==> src/rtl/race_pkg.sv <==
// Shared constants and types for the race timer: game-state codes and the packed BCD time word.
package race_pkg;

    localparam logic [2:0] IDLE      = 3'd0;
    localparam logic [2:0] SETTING   = 3'd1;
    localparam logic [2:0] COUNTDOWN = 3'd3;
    localparam logic [2:0] RACING    = 3'd4;
    localparam logic [2:0] PAUSE     = 3'd5;
    localparam logic [2:0] FINISH    = 3'd6;

    localparam int                    BCD_TIME_W   = 20;
    localparam logic [BCD_TIME_W-1:0] BCD_TIME_MAX = 20'h95999;

    // m:ss.cc, most significant digit first so the packed word compares like a time.
    typedef struct packed {
        logic [3:0] min_o;
        logic [3:0] sec_t;
        logic [3:0] sec_o;
        logic [3:0] cs_t;
        logic [3:0] cs_o;
    } bcd_time_t;

    function automatic logic is_clear_state(input logic [2:0] s);
        return (s == IDLE) || (s == SETTING) || (s == COUNTDOWN);
    endfunction

endpackage

==> src/rtl/race_timer_bcd_time_counter.sv <==
// Saturating m:ss.cc BCD counter; carries ripple through all digits in one cycle.
module bcd_time_counter
    import race_pkg::*;
(
    input  logic                  clk,
    input  logic                  rst_n,
    input  logic                  clr,
    input  logic                  inc,
    output logic [BCD_TIME_W-1:0] q,
    output logic                  sat
);

    bcd_time_t cnt;
    bcd_time_t cnt_next;

    assign q   = cnt;
    assign sat = (cnt == BCD_TIME_MAX);

    always_comb begin
        // NOTE: default assignment first, so every path drives cnt_next and no latch is inferred.
        cnt_next = cnt;
        if (inc && !sat) begin
            if (cnt.cs_o != 4'd9) begin
                cnt_next.cs_o = cnt.cs_o + 4'd1;
            end else begin
                cnt_next.cs_o = 4'd0;
                if (cnt.cs_t != 4'd9) begin
                    cnt_next.cs_t = cnt.cs_t + 4'd1;
                end else begin
                    cnt_next.cs_t = 4'd0;
                    if (cnt.sec_o != 4'd9) begin
                        cnt_next.sec_o = cnt.sec_o + 4'd1;
                    end else begin
                        cnt_next.sec_o = 4'd0;
                        if (cnt.sec_t != 4'd5) begin
                            cnt_next.sec_t = cnt.sec_t + 4'd1;
                        end else begin
                            // min_o cannot be 9 here: that case is the saturated value.
                            cnt_next.sec_t = 4'd0;
                            cnt_next.min_o = cnt.min_o + 4'd1;
                        end
                    end
                end
            end
        end
    end

    // NOTE: sequential state uses non-blocking assignments so all flops update together.
    always_ff @(posedge clk or negedge rst_n) begin
        if (!rst_n) begin
            cnt <= '0;
        end else if (clr) begin
            cnt <= '0;
        end else begin
            cnt <= cnt_next;
        end
    end

endmodule

==> src/rtl/race_timer.sv <==
// Race clock and lap bookkeeping. Optional best-lap tracking is built when RACE_TIMER_BEST_LAP_EN is defined.
module race_timer
    import race_pkg::*;
#(
    parameter int CLK_HZ     = 100_000_000,
    parameter int TICK_HZ    = 100,
    parameter int TOTAL_LAPS = 3
) (
    input  logic        clk,
    input  logic        rst_n,
    input  logic [2:0]  state,
    input  logic        lap_pulse,
    output logic [19:0] race_time,
    output logic [19:0] lap_time,
    output logic [19:0] last_lap_time,
    output logic [19:0] best_lap_time,
    output logic [3:0]  lap_count,
    output logic        is_game_end,
    output logic        time_ovf
);

    localparam int               DIV      = CLK_HZ / TICK_HZ;
    localparam int               PRE_W    = (DIV > 1) ? $clog2(DIV) : 1;
    localparam logic [PRE_W-1:0] PRE_LAST = PRE_W'(DIV - 1);
    localparam logic [3:0]       LAPS     = 4'(TOTAL_LAPS);

    logic [PRE_W-1:0] prescaler;
    logic             racing;
    logic             clear;
    logic             tick;
    logic             lap_hit;
    logic             race_inc;
    logic             race_sat;
    logic             lap_inc;
    logic             lap_clr;
    logic             lap_sat;

    assign racing   = (state == RACING);
    assign clear    = is_clear_state(state);
    assign tick     = racing && (prescaler == PRE_LAST);
    assign lap_hit  = racing && lap_pulse && (lap_count < LAPS);
    assign race_inc = tick && !is_game_end;
    // A lap restart wins over a coincident tick, so the new lap starts at zero.
    assign lap_clr  = clear || lap_hit;
    assign lap_inc  = tick && !lap_sat;

    // PAUSE and undefined codes fall through and hold, so a resumed race continues mid-tick.
    always_ff @(posedge clk or negedge rst_n) begin
        if (!rst_n) begin
            prescaler <= '0;
        end else if (clear) begin
            prescaler <= '0;
        end else if (racing) begin
            prescaler <= tick ? '0 : prescaler + 1'b1;
        end
    end

    bcd_time_counter u_race (
        .clk   (clk),
        .rst_n (rst_n),
        .clr   (clear),
        .inc   (race_inc),
        .q     (race_time),
        .sat   (race_sat)
    );

    bcd_time_counter u_lap (
        .clk   (clk),
        .rst_n (rst_n),
        .clr   (lap_clr),
        .inc   (lap_inc),
        .q     (lap_time),
        .sat   (lap_sat)
    );

    always_ff @(posedge clk or negedge rst_n) begin
        if (!rst_n) begin
            last_lap_time <= '0;
            lap_count     <= '0;
            is_game_end   <= 1'b0;
            time_ovf      <= 1'b0;
        end else if (clear) begin
            last_lap_time <= '0;
            lap_count     <= '0;
            is_game_end   <= 1'b0;
            time_ovf      <= 1'b0;
        end else begin
            if (lap_hit) begin
                last_lap_time <= lap_time;
                lap_count     <= lap_count + 4'd1;
                if (lap_count == LAPS - 4'd1) begin
                    is_game_end <= 1'b1;
                end
            end
            if (race_inc && race_sat) begin
                time_ovf <= 1'b1;
            end
        end
    end

`ifdef RACE_TIMER_BEST_LAP_EN
    logic [19:0] best_q;

    // Packed BCD orders like the time it encodes, so a plain unsigned compare is enough.
    always_ff @(posedge clk or negedge rst_n) begin
        if (!rst_n) begin
            best_q <= BCD_TIME_MAX;
        end else if (lap_hit && (lap_time < best_q)) begin
            best_q <= lap_time;
        end
    end

    assign best_lap_time = best_q;
`else
    assign best_lap_time = '0;
`endif

endmodule

==> config.mk <==
export PLATFORM = sky130hd
export DESIGN_NAME = race_timer
export DESIGN_NICKNAME = d
export VERILOG_FILES = /design/src/rtl/race_pkg.sv /design/src/rtl/race_timer_bcd_time_counter.sv /design/src/rtl/race_timer.sv
export SDC_FILE = /design/constraint.sdc
export NUM_CORES = 1
export LEC_CHECK = 0
export BUFFER_PORTS_ARGS = -buffer_cell sky130_fd_sc_hd__buf_4
export CAP_MARGIN = 10
export CELL_PAD_IN_SITES_DETAIL_PLACEMENT = 0
export CELL_PAD_IN_SITES_GLOBAL_PLACEMENT = 1
export CORE_UTILIZATION = 40
export CTS_CLUSTER_SIZE = 40
export DETAILED_ROUTE_END_ITERATION = 6
export GPL_TIMING_DRIVEN = 0
export PLACE_DENSITY_LB_ADDON = 0.3
export SYNTH_ARGS = -nofsm -noshare
export SYNTH_HDL_FRONTEND = slang
export SYNTH_SLANG_ARGS = --single-unit
==> constraint.sdc <==
create_clock -name clk -period 6.73 [get_ports clk]
set_input_delay 0.3365 -clock clk [delete_from_list [all_inputs] [get_ports clk]]
set_output_delay 0.3365 -clock clk [all_outputs]
set_load 0.01 [all_outputs]
[Word level (Yosys, flattened, before mapping)]
Cells that the tools add are included.
Storage, ports and cells
  memory bits (writable): 0
  register bits: 86
  memories kept: 0
  ROM bits: 0
  input port bits: 6
  output and inout bits: 86
  bits in latches: 0
Operators by class
  $add $sub $neg: 12
  reductions and logical operators: 30
  mux-type cells: 32
  bitwise operators: 0
  multiply operators: 0
  shifts and indexed selects: 0
  equal/unequal tests: 23
  divide/modulo/power cells: 0
  magnitude comparators: 1
Operator list (count)
  20-bit 2-to-1 mux: 9
  20-bit == test (second input constant): 3
  4-bit 2-to-1 mux: 12
  4-bit by 1-bit adder with 4-bit output (second input constant): 11
  16-bit 2-to-1 mux: 2
  12-bit 2-to-1 mux: 2
  4-bit inequality test (second input constant): 6
  20-bit by 1-bit adder with 20-bit output (second input constant): 1
  8-bit 2-to-1 mux: 2
  2-bit inequality test (second input constant): 8
  2-bit nonzero test: 6
  5-bit AND reduction: 2
  1-bit logical AND: 8
  4-bit by 3-bit inequality test with 1-bit output (second input constant): 2
  4-bit AND reduction: 2
  2-bit AND reduction: 3
  3-bit AND reduction: 2
  1-bit 2-to-1 mux: 5
  4-bit by 2-bit == test with 1-bit output (second input constant): 1
  4-bit by 2-bit < comparator with 1-bit output (second input constant): 1
  3-bit by 1-bit == test with 1-bit output (second input constant): 1
  3-bit by 2-bit == test with 1-bit output (second input constant): 1
  3-bit == test (second input constant): 1
  1-bit zero test: 3
  other kinds (2): 4

[Depth between registers and ports, before layout]
  word-level depth: 7
  gate-level depth with buffers: 9
  mapped depth without buffers: 7

[Cells and area by module]
From an unflattened synthesis, not the netlist that was laid out.
Unflattened totals
  cells, all modules: 473
  area, all modules: 4672.0 sq um
Modules (own cells, without submodules)
  bcd_time_counter: seq. area each 500.5 sq um, instances 2, cells an instance 128, area each 1211.2 sq um
  race_timer: seq. area each 1151.1 sq um, instances 1, cells an instance 217, area each 2249.7 sq um

[Least setup slack after synthesis]
No wires, ideal clock.
  path kind: reg2reg
  from: reg prescaler[6]
  to: reg u_lap.cnt, in the netlist u_lap.q[19]
  required time: 6652 ps
  clock period less this slack: 2188 ps
  stages on the path, launching flop included: 7
  setup time: 78 ps
  arrival time: 2110 ps
  slack: 4542 ps
  cell sequence: dfrtp_1 -> or4b_4 -> nor3_4 -> nand3_1 -> clkbuf_2 -> or4_1 -> a21oi_1
Between the ends
  word-level cells in the longest chain between the ends: 6
RTL lines
  start, declared: line race_timer.sv:27  | logic [PRE_W-1:0] prescaler;
  start signal, assigned: line race_timer.sv:54  | prescaler <= tick ? '0 : prescaler + 1'b1;
  20-bit == test: line race_timer.sv:40  | assign tick = racing && (prescaler == PRE_LAST);
  1-bit logical AND: line race_timer.sv:40
  1-bit logical AND: line race_timer.sv:45  | assign lap_inc = tick && !lap_sat;
  1-bit logical AND: line race_timer_bcd_time_counter.sv:22  | if (inc && !sat) begin
  2-bit nonzero test (no line)
  5-bit AND reduction (no line)
  end signal, assigned: line race_timer_bcd_time_counter.sv:55  | cnt <= cnt_next;
  end, declared: line race_timer_bcd_time_counter.sv:13  | bcd_time_t cnt;
No other way between the ends.
A chain may end at the register's enable or synchronous reset.

[Final worst setup path]
  from: reg prescaler[11]
  to: reg prescaler[11]
Between the ends
  word-level cells in the longest chain between the ends: 5
RTL lines
  parallel branches: the longest is 2 deep, another holds 20-bit by 1-bit adder with 20-bit output
  20-bit 2-to-1 mux *: line race_timer.sv:54
  20-bit 2-to-1 mux *: line race_timer.sv:53  | end else if (racing) begin
  20-bit 2-to-1 mux *: line race_timer.sv:51  | end else if (clear) begin
Every way passes the cells marked *. The select of a mux whose other input is x is not followed.

==> results.py <==
metrics = {
    "run_status": {
        "status": "complete, but fails checks",
        "violations": "design-rule violations, negative hold slack",
    },
    "routing": {
        "wl_per_cell_um": 15.1,
        "wl_mm": 11.6,
        "viasPerCell": 5.29,
        "route.vias.total": 4067,
        "drc_errors": 14,
        "ant_nets": 0,
        "dr.first_iter.drc_count": 202,
        "firstDrtPassIters": 6,
    },
    "grt": {
        "track_usage": 0.198,
        "grt_pass1_wl_mm": 19.7,
        "overflow": 0,
        "antenna_found_initial": 0,
        "grt_max_degree": 87,
        "first_global_vias": 3880,
    },
    "clock_network": {
        "cts_setup_buffers": 0,
        "cts_resized": 0,
        "hold_buffers": 0,
        "clkTransAtPathRegs_ns": 0.06,
        "cts_sinks": 86,
        "worstSkewPairLatency_ns": 0.34,
        "clk_path_buf_depth": 2,
        "cts_root_buffer": "clkbuf_16",
        "cts_tree": "done",
        "cts.htree.levels": 3,
        "numCtsBuffers": 9,
    },
    "placed_design": {
        "port-buffer-count": 71,
        "hpwl_mm": 8.18,
        "dp_slack_ns": 4.02,
        "routabilityCongestion": 0.850,
    },
    "run": {
        "cap_violations": 0,
    },
    "floorplan": {
        "rows": 39,
        "die_y_um": 111,
        "die-area_um2": 12400,
        "pin_count": 92,
        "core_area_um2": 11500,
        "initial_utilization": 0.415,
        "chipWidth_um": 111,
    },
    "timing": {
        "timing.fmax_mhz": 371,
        "rsz0062_at_grt": "no",
        "whs_ns": -0.00271,
        "fin_worst_skew_ns": 0.00906,
        "setup_slack_ns": 4.03,
        "hold_violations": 4,
        "fin_crit_ns": 2.70,
        "final_min_period_over_clock_period": 0.401,
        "tightest_slew_ns": 0.877,
        "finalSetupViolCount": 0,
        "tns_ns": 0,
        "final-max-slew-violation-count": 0,
        "max_slew_margin": 0.413,
    },
    "setup_path": {
        "cp.arrival_ns": 2.90,
        "startpoint_type": "flop",
        "path_max_fanout": 10,
        "cp-end-kind": "flop",
        "critPathKind": "flop to flop",
        "worst_ep_required_time_ns": 6.93,
    },
    "logic_synthesis": {
        "synth_area_um2": 4780,
        "ys_types": 51,
        "async_reset_ff_frac": 1.00,
        "synth_commonest_cells": "dfrtp_1, nand2_1, a21oi_1",
        "yosys.area.top_type": "dfrtp_1",
        "synth_top_cell_area_share": 0.450,
        "yosysWarnings": 0,
        "syn_area_per_cell_um2": 9.19,
        "synth_cells": 520,
        "yosys.cell_count.top_type": "dfrtp_1",
        "yosysSeqAreaShare": 0.450,
        "synth_ff_type": "dfrtp_1",
        "synthTopCellsByArea": "dfrtp_1, a21oi_1, ha_1, nand2_1, buf_4",
        "ys_seq_elements": 86,
        "synth_edf_count": 0,
    },
    "finish": {
        "final_nets": 651,
        "seqCellArea_um2": 2150,
        "antenna_cells": 0,
        "multi_input_area_um2": 2390,
        "area_growth_pct": 22.2,
        "drive_gt1_frac": 0.185,
        "fill_cells": 1112,
    },
    "min_path": {
        "hold_class": "input port to asynchronous set/reset pin",
    },
    "pwr": {
        "p_leak_nw": 2.66,
        "ir_worst_vdd_v": 0.0000896,
        "powerDensity_nw_per_um2": 175,
    },
}
## layer usage
metal / GRT usage / up-vias / part of all wire
li1: - / 2019 / -
met4: 0.0703 / 0 / 0.014
met3: 0.0295 / 12 / 0.034
met2: 0.306 / 72 / 0.46
met5: 0 / - / 0
met1: 0.282 / 1964 / 0.50
## state kept, by name (all words and copies together) (netlist names)
name,flops
lap_count,4
prescaler,20
time_ovf,1
u_race.q,20
last_lap_time,20
is_game_end,1
u_lap.q,20
## metrics by stage
stage,std cells,instance area [µm²],utilization,power (mW)
floorplan,539,4850,-,0.562
global placement,753,5560,0.483,0.585
detailed placement,753,5560,0.483,0.586
CTS,768,5820,0.505,1.03
global route,769,5840,0.507,1.06
finish,769,5840,0.507,1.02
## layout by cell type, fill, tap and decap left out, drive strengths merged, types with 12 or more instances in the layout
cell / Yosys / layout
or3: 16 / 16
buf: 21 / 93
o21ai: 19 / 19
nor2: 39 / 39
xor2: 12 / 12
nand3: 23 / 23
ha: 23 / 23
nand2: 60 / 60
a21oi: 59 / 59
or4: 20 / 20
dfrtp: 86 / 86
conb: 1 / 20
clkbuf: 19 / 29
inv: 21 / 21
## worst paths after layout
check	endpoint	start	depth (start not counted)	slack [ns]
max	prescaler[11]	prescaler[11]	7	4.03
min	u_race.q[15]	rst_n	1	-0.003
max reg2reg	prescaler[11]	prescaler[11]	7	4.03
min reg2reg	prescaler[18]	prescaler[18]	1	0.49
max in group asynchronous	lap_count[2]	rst_n	2	6.10
min in group clk	prescaler[19]	state[0]	3	0.44
## power by group
group,switching [mW],internal (mW)
combinational,0.0394,0.0177
clock,0.201,0.245
sequential,0.00147,0.518
total,0.242,0.781
## cells by family (layout without fill, tap and decap cells)
logic type               after synthesis  count (layout)  synth area share
XOR/XNOR                              17              17            0.0311
multiplexers                           8               8            0.0170
AND/OR/NAND/NOR                      221             221             0.253
buffers and inverters                 61             148            0.0641
other                                  1              20          0.000784
AO/OA/AOI/OAI                        103             103             0.123
adder cells (fa/ha/maj)               23              23            0.0602
flip-flops                            86              86             0.450
## worst max-delay path: stages (launching register included)
cell	delay [ns]
dfrtp_1	0.43
or4_1	0.57
nor4_2	0.24
buf_2	0.31
nand2_1	0.29
nand2_1	0.26
clkbuf_1	0.36
nor2_1	0.11
## layout make-up
cell class                      count  share of cell area
Multi-Input combinational cell    392               0.410
Sequential cell                    86               0.368
Timing Repair Buffer               72              0.0947
Clock buffer                       10              0.0392
Buffer                             40              0.0390
Tap cell                          143              0.0306
Inverter                           21              0.0135
Clock inverter                      5             0.00471
Power figures use the tool's default switching activity.
